## src/rtl/comp_pkg.sv

```systemverilog
// Shared definitions for the round-robin compare arbiter: result encoding and default operand width.
package comp_pkg;

    localparam logic [1:0] CMP_SMALL = 2'd0;
    localparam logic [1:0] CMP_EQ    = 2'd1;
    localparam logic [1:0] CMP_BIG   = 2'd2;

    localparam int DEF_W = 4;

endpackage

```

## src/rtl/comp_core.sv

```systemverilog
// Purely combinational unsigned W-bit magnitude compare producing big/equal/small.
module comp_core
    import comp_pkg::*;
#(
    parameter int W = DEF_W
) (
    input  logic [W-1:0] i_a,
    input  logic [W-1:0] i_b,
    output logic         o_big,
    output logic         o_eq,
    output logic         o_small
);

    logic [1:0] w_code;

    always_comb begin
        if (i_a > i_b)       w_code = CMP_BIG;
        else if (i_a == i_b) w_code = CMP_EQ;
        else                 w_code = CMP_SMALL;
    end

    assign o_big   = (w_code == CMP_BIG);
    assign o_eq    = (w_code == CMP_EQ);
    assign o_small = (w_code == CMP_SMALL);

endmodule

```

## src/rtl/comp_rr_arbiter.sv

```systemverilog
// Round-robin arbiter sharing one comparator among N_REQ requesters, with a valid/ready result stage.
// Define COMP_RR_ARBITER_STATS_EN to add the grant / equal-grant statistics counters.
module comp_rr_arbiter
    import comp_pkg::*;
#(
    parameter  int N_REQ = 4,
    parameter  int W     = DEF_W,
    localparam int ID_W  = (N_REQ > 1) ? $clog2(N_REQ) : 1
) (
    input  logic               clk,
    input  logic               rst,
    input  logic [N_REQ-1:0]   req,
    input  logic [N_REQ*W-1:0] a_in,
    input  logic [N_REQ*W-1:0] b_in,
    output logic [N_REQ-1:0]   gnt,
    output logic               res_valid,
    input  logic               res_ready,
    output logic [ID_W-1:0]    res_id,
    output logic               res_big,
    output logic               res_eq,
    output logic               res_small
`ifdef COMP_RR_ARBITER_STATS_EN
    ,
    output logic [15:0]        stat_cnt,
    output logic [15:0]        stat_eq_cnt
`endif
);

    logic [ID_W-1:0] r_ptr;
    logic            r_valid;
    logic [ID_W-1:0] r_id;
    logic            r_big;
    logic            r_eq;
    logic            r_small;

    logic            w_can_issue;
    logic            w_grant;
    logic [ID_W-1:0] w_gnt_idx;
    logic [ID_W-1:0] w_cand;
    logic [ID_W-1:0] w_ptr_next;
    logic [W-1:0]    w_a;
    logic [W-1:0]    w_b;
    logic            w_big;
    logic            w_eq;
    logic            w_small;

    // Output stage may accept a new result when empty or being drained this cycle.
    assign w_can_issue = ~r_valid | res_ready;

    always_comb begin
        w_grant   = 1'b0;
        w_gnt_idx = '0;
        w_cand    = '0;
        if (!rst && w_can_issue) begin
            for (int k = 0; k < N_REQ; k++) begin
                w_cand = ID_W'((int'(r_ptr) + k) % N_REQ);
                if (!w_grant && req[w_cand]) begin
                    w_grant   = 1'b1;
                    w_gnt_idx = w_cand;
                end
            end
        end
    end

    assign gnt        = w_grant ? (N_REQ'(1) << w_gnt_idx) : '0;
    assign w_ptr_next = (w_gnt_idx == ID_W'(N_REQ - 1)) ? '0 : w_gnt_idx + ID_W'(1);

    assign w_a = a_in[int'(w_gnt_idx)*W +: W];
    assign w_b = b_in[int'(w_gnt_idx)*W +: W];

    comp_core #(.W(W)) u_comp_core (
        .i_a     (w_a),
        .i_b     (w_b),
        .o_big   (w_big),
        .o_eq    (w_eq),
        .o_small (w_small)
    );

    // EMPTY/FULL output stage: a grant always (re)loads, a drain without grant empties, a stall holds.
    always_ff @(posedge clk) begin
        if (rst) begin
            r_valid <= 1'b0;
            r_id    <= '0;
            r_big   <= 1'b0;
            r_eq    <= 1'b0;
            r_small <= 1'b0;
            r_ptr   <= '0;
        end else if (w_grant) begin
            r_valid <= 1'b1;
            r_id    <= w_gnt_idx;
            r_big   <= w_big;
            r_eq    <= w_eq;
            r_small <= w_small;
            r_ptr   <= w_ptr_next;
        end else if (res_ready) begin
            r_valid <= 1'b0;
        end
    end

    assign res_valid = r_valid;
    assign res_id    = r_id;
    assign res_big   = r_big;
    assign res_eq    = r_eq;
    assign res_small = r_small;

`ifdef COMP_RR_ARBITER_STATS_EN
    logic [15:0] r_stat_cnt;
    logic [15:0] r_stat_eq_cnt;

    always_ff @(posedge clk) begin
        if (rst) begin
            r_stat_cnt    <= '0;
            r_stat_eq_cnt <= '0;
        end else if (w_grant) begin
            r_stat_cnt <= r_stat_cnt + 16'd1;
            if (w_eq) r_stat_eq_cnt <= r_stat_eq_cnt + 16'd1;
        end
    end

    assign stat_cnt    = r_stat_cnt;
    assign stat_eq_cnt = r_stat_eq_cnt;
`endif

endmodule

```

## config.mk

```make
export PLATFORM = sky130hd
export DESIGN_NAME = comp_rr_arbiter
export DESIGN_NICKNAME = d
export VERILOG_FILES = /design/src/rtl/comp_pkg.sv /design/src/rtl/comp_core.sv /design/src/rtl/comp_rr_arbiter.sv
export SDC_FILE = /design/constraint.sdc
export NUM_CORES = 1
export LEC_CHECK = 0
export ABC_AREA = 1
export CORE_ASPECT_RATIO = 0.8
export CORE_MARGIN = 3
export CORE_UTILIZATION = 38
export CTS_BUF_LIST = sky130_fd_sc_hd__clkbuf_8 sky130_fd_sc_hd__clkbuf_16
export DETAILED_ROUTE_END_ITERATION = 8
export PLACE_DENSITY = 0.74
export SLEW_MARGIN = 20
export SYNTH_ARGS = -nofsm -noshare
export SYNTH_HDL_FRONTEND = slang
export SYNTH_SLANG_ARGS = --single-unit
```

## constraint.sdc

```tcl
create_clock -name clk -period 2.4 [get_ports clk]
set_input_delay 0.36 -clock clk [delete_from_list [all_inputs] [get_ports clk]]
set_output_delay 0.36 -clock clk [all_outputs]
set_load 0.1 [all_outputs]
```

==> run summary <==
Register Area - 166 sq um
Reg2Reg Depth - 22
Crit path kind - reg -> reg
Chip Height - 55.1 um
Hold Fails Final Rpt - 0
Syn-to-layout area delta - 112%
Worst Setup Start Kind - flop
CTS Buffer Depth - 2
Worst-Margin Slew - 0.293 ns
Layout cells sized above 1 - 48.8%
DRC viols - 0
Die footprint - 3720 sq um
Setup ws final - -0.355 ns
Synth cell types - 19
I/O pin count - 49
Mapped Avg Cell Area - 5.59 sq um
Commonest non-fill, non-tap cell in the layout - nand2_1
# Max-Cap Violations - 0
Area of the multi-input gates - 1040 sq um
Root Driver - clkbuf_8
Synthesized cell area - 1150 sq um
WP data required - 2.57 ns
Power per cell area - 1440 nW/um^2
CTS tree - done
Vias in the first global route - 1,528
Wire per inst - 16.6 um
Yosys Warn Count - 0
Number of port buffers - 48
Crit-path max cell delay - 0.38 ns
Fin. max-slew vios - 0
Reg2Reg Setup Slack - -0.36 ns
FF-to-FF Start - r_ptr[0]$_SDFFE_PP0P_
#FFs+latches synth - 8
Pre-antenna DRT Iters - 5
Overall power - 0.00349 W
Pin count of the biggest net entering global routing - 17
RSZ-0062 raised after global routing - true
Number of clock sinks - 8
Leak Pwr - 1.23 nW
Syn nets - 252
Hold path start - res_id[0]$_SDFFE_PP0P_
HP Class - reg -> reg
CTS Buf Count - 3
Most Frequent Cell on Critical Path - nand2_4
Final period utilization - 115%
Clock latency on the worst-skew pair - 0.24 ns
First-pass GRT wire length - 6960 um
F_max - 363 MHz
DP Worst Slack - -0.536 ns
Filler cell count - 147
Worst Skew - 0.00908 ns
Sequential area share after synthesis - 14.0%
Core Region - 2830 sq um
Data arrival, critical path - 2.93 ns
Hold Path End - res_id[0]$_SDFFE_PP0P_
Vias post-DR - 1,741
GRT overflow - 0
Crit-path cells - buf_12, inv_8, nand2_4, nand2_4, nand2_4, nand2_4, nor2_4, nand3_2, nand2_2, inv_2, nand2_4, buf_12, buf_16, nand2_1, nand3_1, nand2_1, ha_1, nand4_1, inv_1, nor2_2, nand2_1, a21oi_2
Post-route cell area - 2420 sq um
Die width - 67.4 um
Htree depth - 1
Hold path cells - 2
Tmin final - 2.76 ns
Cell Area, Placed - 1840 sq um
Top delay family on crit path - simple AND/OR/NAND/NOR gates
GP Congestion - 0.881
Antenna cell count - 0
Crit path max fanout - 7
ANT nets after route - 0
Worst-path clk slew - 0.05 ns
Num rows - 17
Failing checks - negative setup slack
Reg2reg end - res_small$_SDFFE_PP0P_
All-Layer GR Usage - 25.3%
Status - finished with violations
CP endpoint kind - flop
Max VDD drop - 0.964 mV
Initial Utilization - 40.5%
Final setup violation count - 8
Slew margin rel. - 80.6%
Via density per instance - 5.26
Nets - 342
CP max stage cell - dfxtp_4
Synth Instances - 205
Total Wirelength - 5500 um
DP HPWL - 2630 um
Critical path buffers and inverters - 6
Initial antenna violation count - 0
Worst path depth - 22
Commonest non-fill, non-tap cells in the layout - 41 x nand2_1, 39 x buf_4, 34 x clkdlybuf4s50_1
Initial DRC Count - 163
[sequential cells by signal, summed over array words and instances (netlist names)]
name and cells:
r_ptr 2, res_id 2, res_big 1, res_eq 1, res_small 1, res_valid 1
[worst max path at each step]
stage / start / endpoint / slack (ns)
after floorplan: r_ptr[0]$_SDFFE_PP0P_ / res_big$_SDFFE_PP0P_ / 0.008
after global placement: req[3] / res_big$_SDFFE_PP0P_ / -0.46
after detailed placement: req[3] / res_big$_SDFFE_PP0P_ / -0.54
after CTS: r_ptr[0]$_SDFFE_PP0P_ / gnt[1] / -0.22
after global routing: r_ptr[0]$_SDFFE_PP0P_ / res_big$_SDFFE_PP0P_ / -0.46
final: r_ptr[0]$_SDFFE_PP0P_ / res_small$_SDFFE_PP0P_ / -0.36
[synth_stat cells]
cell | n | area (sq um)
a21oi_1 | 3 | 15.0
buf_2 | 4 | 20.0
buf_4 | 1 | 7.51
buf_6 | 3 | 33.8
dfxtp_1 | 8 | 160
ha_1 | 8 | 100
inv_1 | 35 | 131
inv_2 | 3 | 11.3
inv_6 | 1 | 8.76
nand2_1 | 66 | 248
nand2_2 | 6 | 37.5
nand3_1 | 34 | 170
nand3_2 | 9 | 90.1
nand4_1 | 1 | 6.26
nor2_1 | 14 | 52.6
nor2_4 | 1 | 11.3
o21a_1 | 1 | 7.51
o21ai_0 | 5 | 25.0
o21ai_1 | 2 | 10.0
[where the power goes]
part	leakage [nW]	switching, W	total (W)	internal [W]
registers	0.0672	0.0000506	0.000240	0.000189
clock network	0.0216	0.0000618	0.000171	0.000109
logic	1.14	0.00175	0.00308	0.00133
total	1.23	0.00187	0.00349	0.00162
[layer usage]
layer | vias up | wire length (um) | global-route usage [%] | share of wire [%]
li1 | 808 | - | - | -
met1 | 784 | 2170 | 33.1 | 39
met2 | 125 | 2470 | 40.1 | 45
met3 | 24 | 669 | 7.88 | 12
met4 | 0 | 191 | 7.07 | 3.5
met5 | - | 0 | 0 | 0
[logic make-up after synthesis]
family          Yosys count  share of synthesized area, %
compound gates           11                          5.02
flops                     8                          14.0
simple gates            131                          53.7
fa+ha+maj                 8                          8.73
buf+inv                  47                          18.6
[layout make-up]
cell class	instances	area share (%)
multi-input combinational	150	43.0
timing repair buffer	92	39.5
inverter	39	6.55
tap	38	1.96
timing repair inverter	1	0.464
clock buffer	3	1.70
sequential	8	6.86
[timing repair]
action / in CTS / in global routing
endpoints found under the setup margin: 7 / 9
resized for setup: 62 / 28
hold buffers: 0 / 0
buffers inserted: 21 / 2
cloned: 2 / 2
pin swaps: 27 / 14
[tightest hold or removal path, cell delays in order, from the launching register on]
cell	delay (ns)
dfxtp_1	0.31
nand3_1	0.08
nand2_1	0.05
[per-stage QoR]
stage          util [%]  TNS (ns)  std cells  hold slack (ns)
6_report           85.7     -2.24        331            0.483
5_1_grt            85.7     -2.93        331            0.521
4_1_cts            80.3     -1.35        327            0.476
3_5_place_dp       65.1     -3.15        301            0.469
3_3_place_gp       65.1     -2.61        301            0.463
2_1_floorplan         -         0        205            0.429
Note: power is estimated with default switching activity, not from simulation.
==> patch, RTL diff (same settings) <==
Build with the macro `COMP_RR_ARBITER_STATS_EN` defined.
--- a/src/rtl/comp_rr_arbiter.sv
+++ b/src/rtl/comp_rr_arbiter.sv
@@ -1,5 +1,7 @@
 // Round-robin arbiter sharing one comparator among N_REQ requesters, with a valid/ready result stage.
 // Define COMP_RR_ARBITER_STATS_EN to add the grant / equal-grant statistics counters.
+`define COMP_RR_ARBITER_STATS_EN
+
 module comp_rr_arbiter
     import comp_pkg::*;
 #(
Behaviour (old outputs only; new: stat_cnt and stat_eq_cnt): unchanged (Yosys induction, for registers that start in step).
==> patch against the original RTL <==
The run still ends with setup timing left. Via count increased by 97%. Wire length increased by 76%. Synthesized area increased to 2.7 times the old value. Power decreased by 14%. Setup slack improved by 65 ps. Clock power increased to 3.3 times the old value. Final area increased by 96%. Sequential cell count increased by 32. Critical endpoint is now stat_eq_cnt[12]$_SDFFE_PP0P_.
==> patch: results (changes against the original RTL) <==
[setup_path]
crit_fanout=8  ; +1
cp_slowest_cell=dfxtp_4
endpoint=stat_eq_cnt[12]$_SDFFE_PP0P_
r2r_cells=19  ; -14%
slowest_delay_ps=400  ; +20 ps
cp.arrival_ps=2920  ; about the same

[detailed_routing]
post_drt_wl_per_cell_um=14.5  ; -13%
firstDrtPassIters=5  ; unchanged
drt-initial-drc-count=192  ; +18%
vias_per_cell=5.16  ; -2.0%
routed_wirelength_mm=9.67  ; +76%

[run_status]
outcome=finished, violations left
violations=setup timing

[synthesis]
synth_async_sr_flop_share_pct=0  ; unchanged
synth_area_leaders=dfxtp_1 (26%), nand2_1 (16%), inv_1 (6.5%)
postSynthAreaPerCell_um2=6.72  ; +20%
syn_nets=502  ; +99%
synthMuxAreaShare_pct=0  ; unchanged
synth-xor-area-share_pct=7.19  ; +7.2 points
synthAdderAreaFrac_pct=4.11  ; -4.6 points
ys.flop_type=dfxtp_1
synth_common_cells=nand2_1 (128), inv_1 (53), dfxtp_1 (40), nand3_1 (34), nor2_1 (33)
ys_warn_count=0  ; unchanged
ys_types=33  ; +14
synth_compound_area_share_pct=10.5  ; +5.5 points
ys_seq_area_share_pct=26.3  ; +12 points

[sta]
min_period_over_period_pct=112  ; -2.7 points
layout_setup_ws_ps=-290  ; +64.8 ps
relSlewSlack_pct=70.7  ; -9.9 points
setup_viol_count_final=23  ; +15
setup_tns_ps=-5430  ; -3190 ps
skew_ps=4.82  ; -4.26 ps

[clocking]
h-tree-depth=2  ; +1
clock_latency_ps=300  ; +60 ps
cts_root_buffer=clkbuf_8
numCtsBuffers=5  ; +2
clockBufferDepth=2  ; unchanged
clk_pin_slew_ps=80  ; +30 ps

[cells_and_area]
n_antenna_cell=0  ; unchanged
fin_nets=608  ; +78%
nFillCells=642  ; +340%
drive_above_1_share_pct=40.0  ; -8.8 points

[placement]
io_buffers=80  ; +67%
place.gp.congestion=0.900  ; +2.1%
dp_hpwl_mm=6.26  ; +140%
placed_area_um2=4040  ; +120%
dpl.cell_count=644  ; +110%
pre_cts_ws_ps=-763  ; -227 ps

[global_routing]
grt_max_degree=31  ; +14
grt_pass1_vias=3357  ; +120%
antenna_found_initial=0  ; unchanged
grt_pass1_wl_mm=16.0  ; +130%
track_usage_pct=21.1  ; -4.2 points

[power]
p_leak_nw=1.98  ; +61%
ir_worst_vdd_mv=0.288  ; -70%

[worst_hold_path]
min-delay-start=res_eq$_SDFFE_PP0P_
hold_class=reg -> reg

-- patch: repair_timing --
item,4_1_cts,5_1_grt
pin swaps,51,32
gates cloned,6,0
gates resized for setup,83,39
hold endpoints to repair,0,0
endpoints found under the setup margin,23,23
buffers inserted,6,1
-- patch: area by class of cell --
| cell class | count | area, um^2 | area share, % |
|---|---|---|---|
| timing repair buffer | 112 | 1060 | 22.3 |
| clock buffer | 5 | 68.8 | 1.45 |
| clock inverter | 3 | 42.5 | 0.896 |
| sequential | 40 | 810 | 17.1 |
| inverter | 57 | 244 | 5.14 |
| multi-input combinational | 343 | 2390 | 50.4 |
| tap | 105 | 131 | 2.77 |
-- patch: worst min-delay path by stage --
stage / end / slack, ps / cells after the start
finish: res_eq$_SDFFE_PP0P_ / 480 / 2
global route: res_eq$_SDFFE_PP0P_ / 510 / 2
CTS: res_eq$_SDFFE_PP0P_ / 480 / 2
detailed placement: res_eq$_SDFFE_PP0P_ / 470 / 2
global placement: res_eq$_SDFFE_PP0P_ / 470 / 2
floorplan: r_ptr[1]$_SDFFE_PP0P_ / 510 / 2
-- patch: kinds of logic after synthesis --
logic type / count (synthesis)
buffers and inverters: 74
and+or+nand+nor: 254
xor gates and xnor gates: 25
AOI/OAI and AO/OA: 50
DFF: 40
adders and majority gates: 10
-- patch: per-layer routing --
layer | GRT usage (%) | part of all wire [%] | vias up
li1 | - | - | 1673
met1 | 27.0 | 43 | 1610
met5 | 0 | 0 | -
met4 | 4.47 | 1.1 | 0
met3 | 3.09 | 5.7 | 18
met2 | 37.9 | 51 | 128
-- patch: power by group --
group | switching, mW | total [mW] | internal, mW
combinational | 1.05 | 1.70 | 0.651
sequential | 0.0384 | 0.738 | 0.699
clock | 0.254 | 0.562 | 0.308
total | 1.35 | 3.00 | 1.66
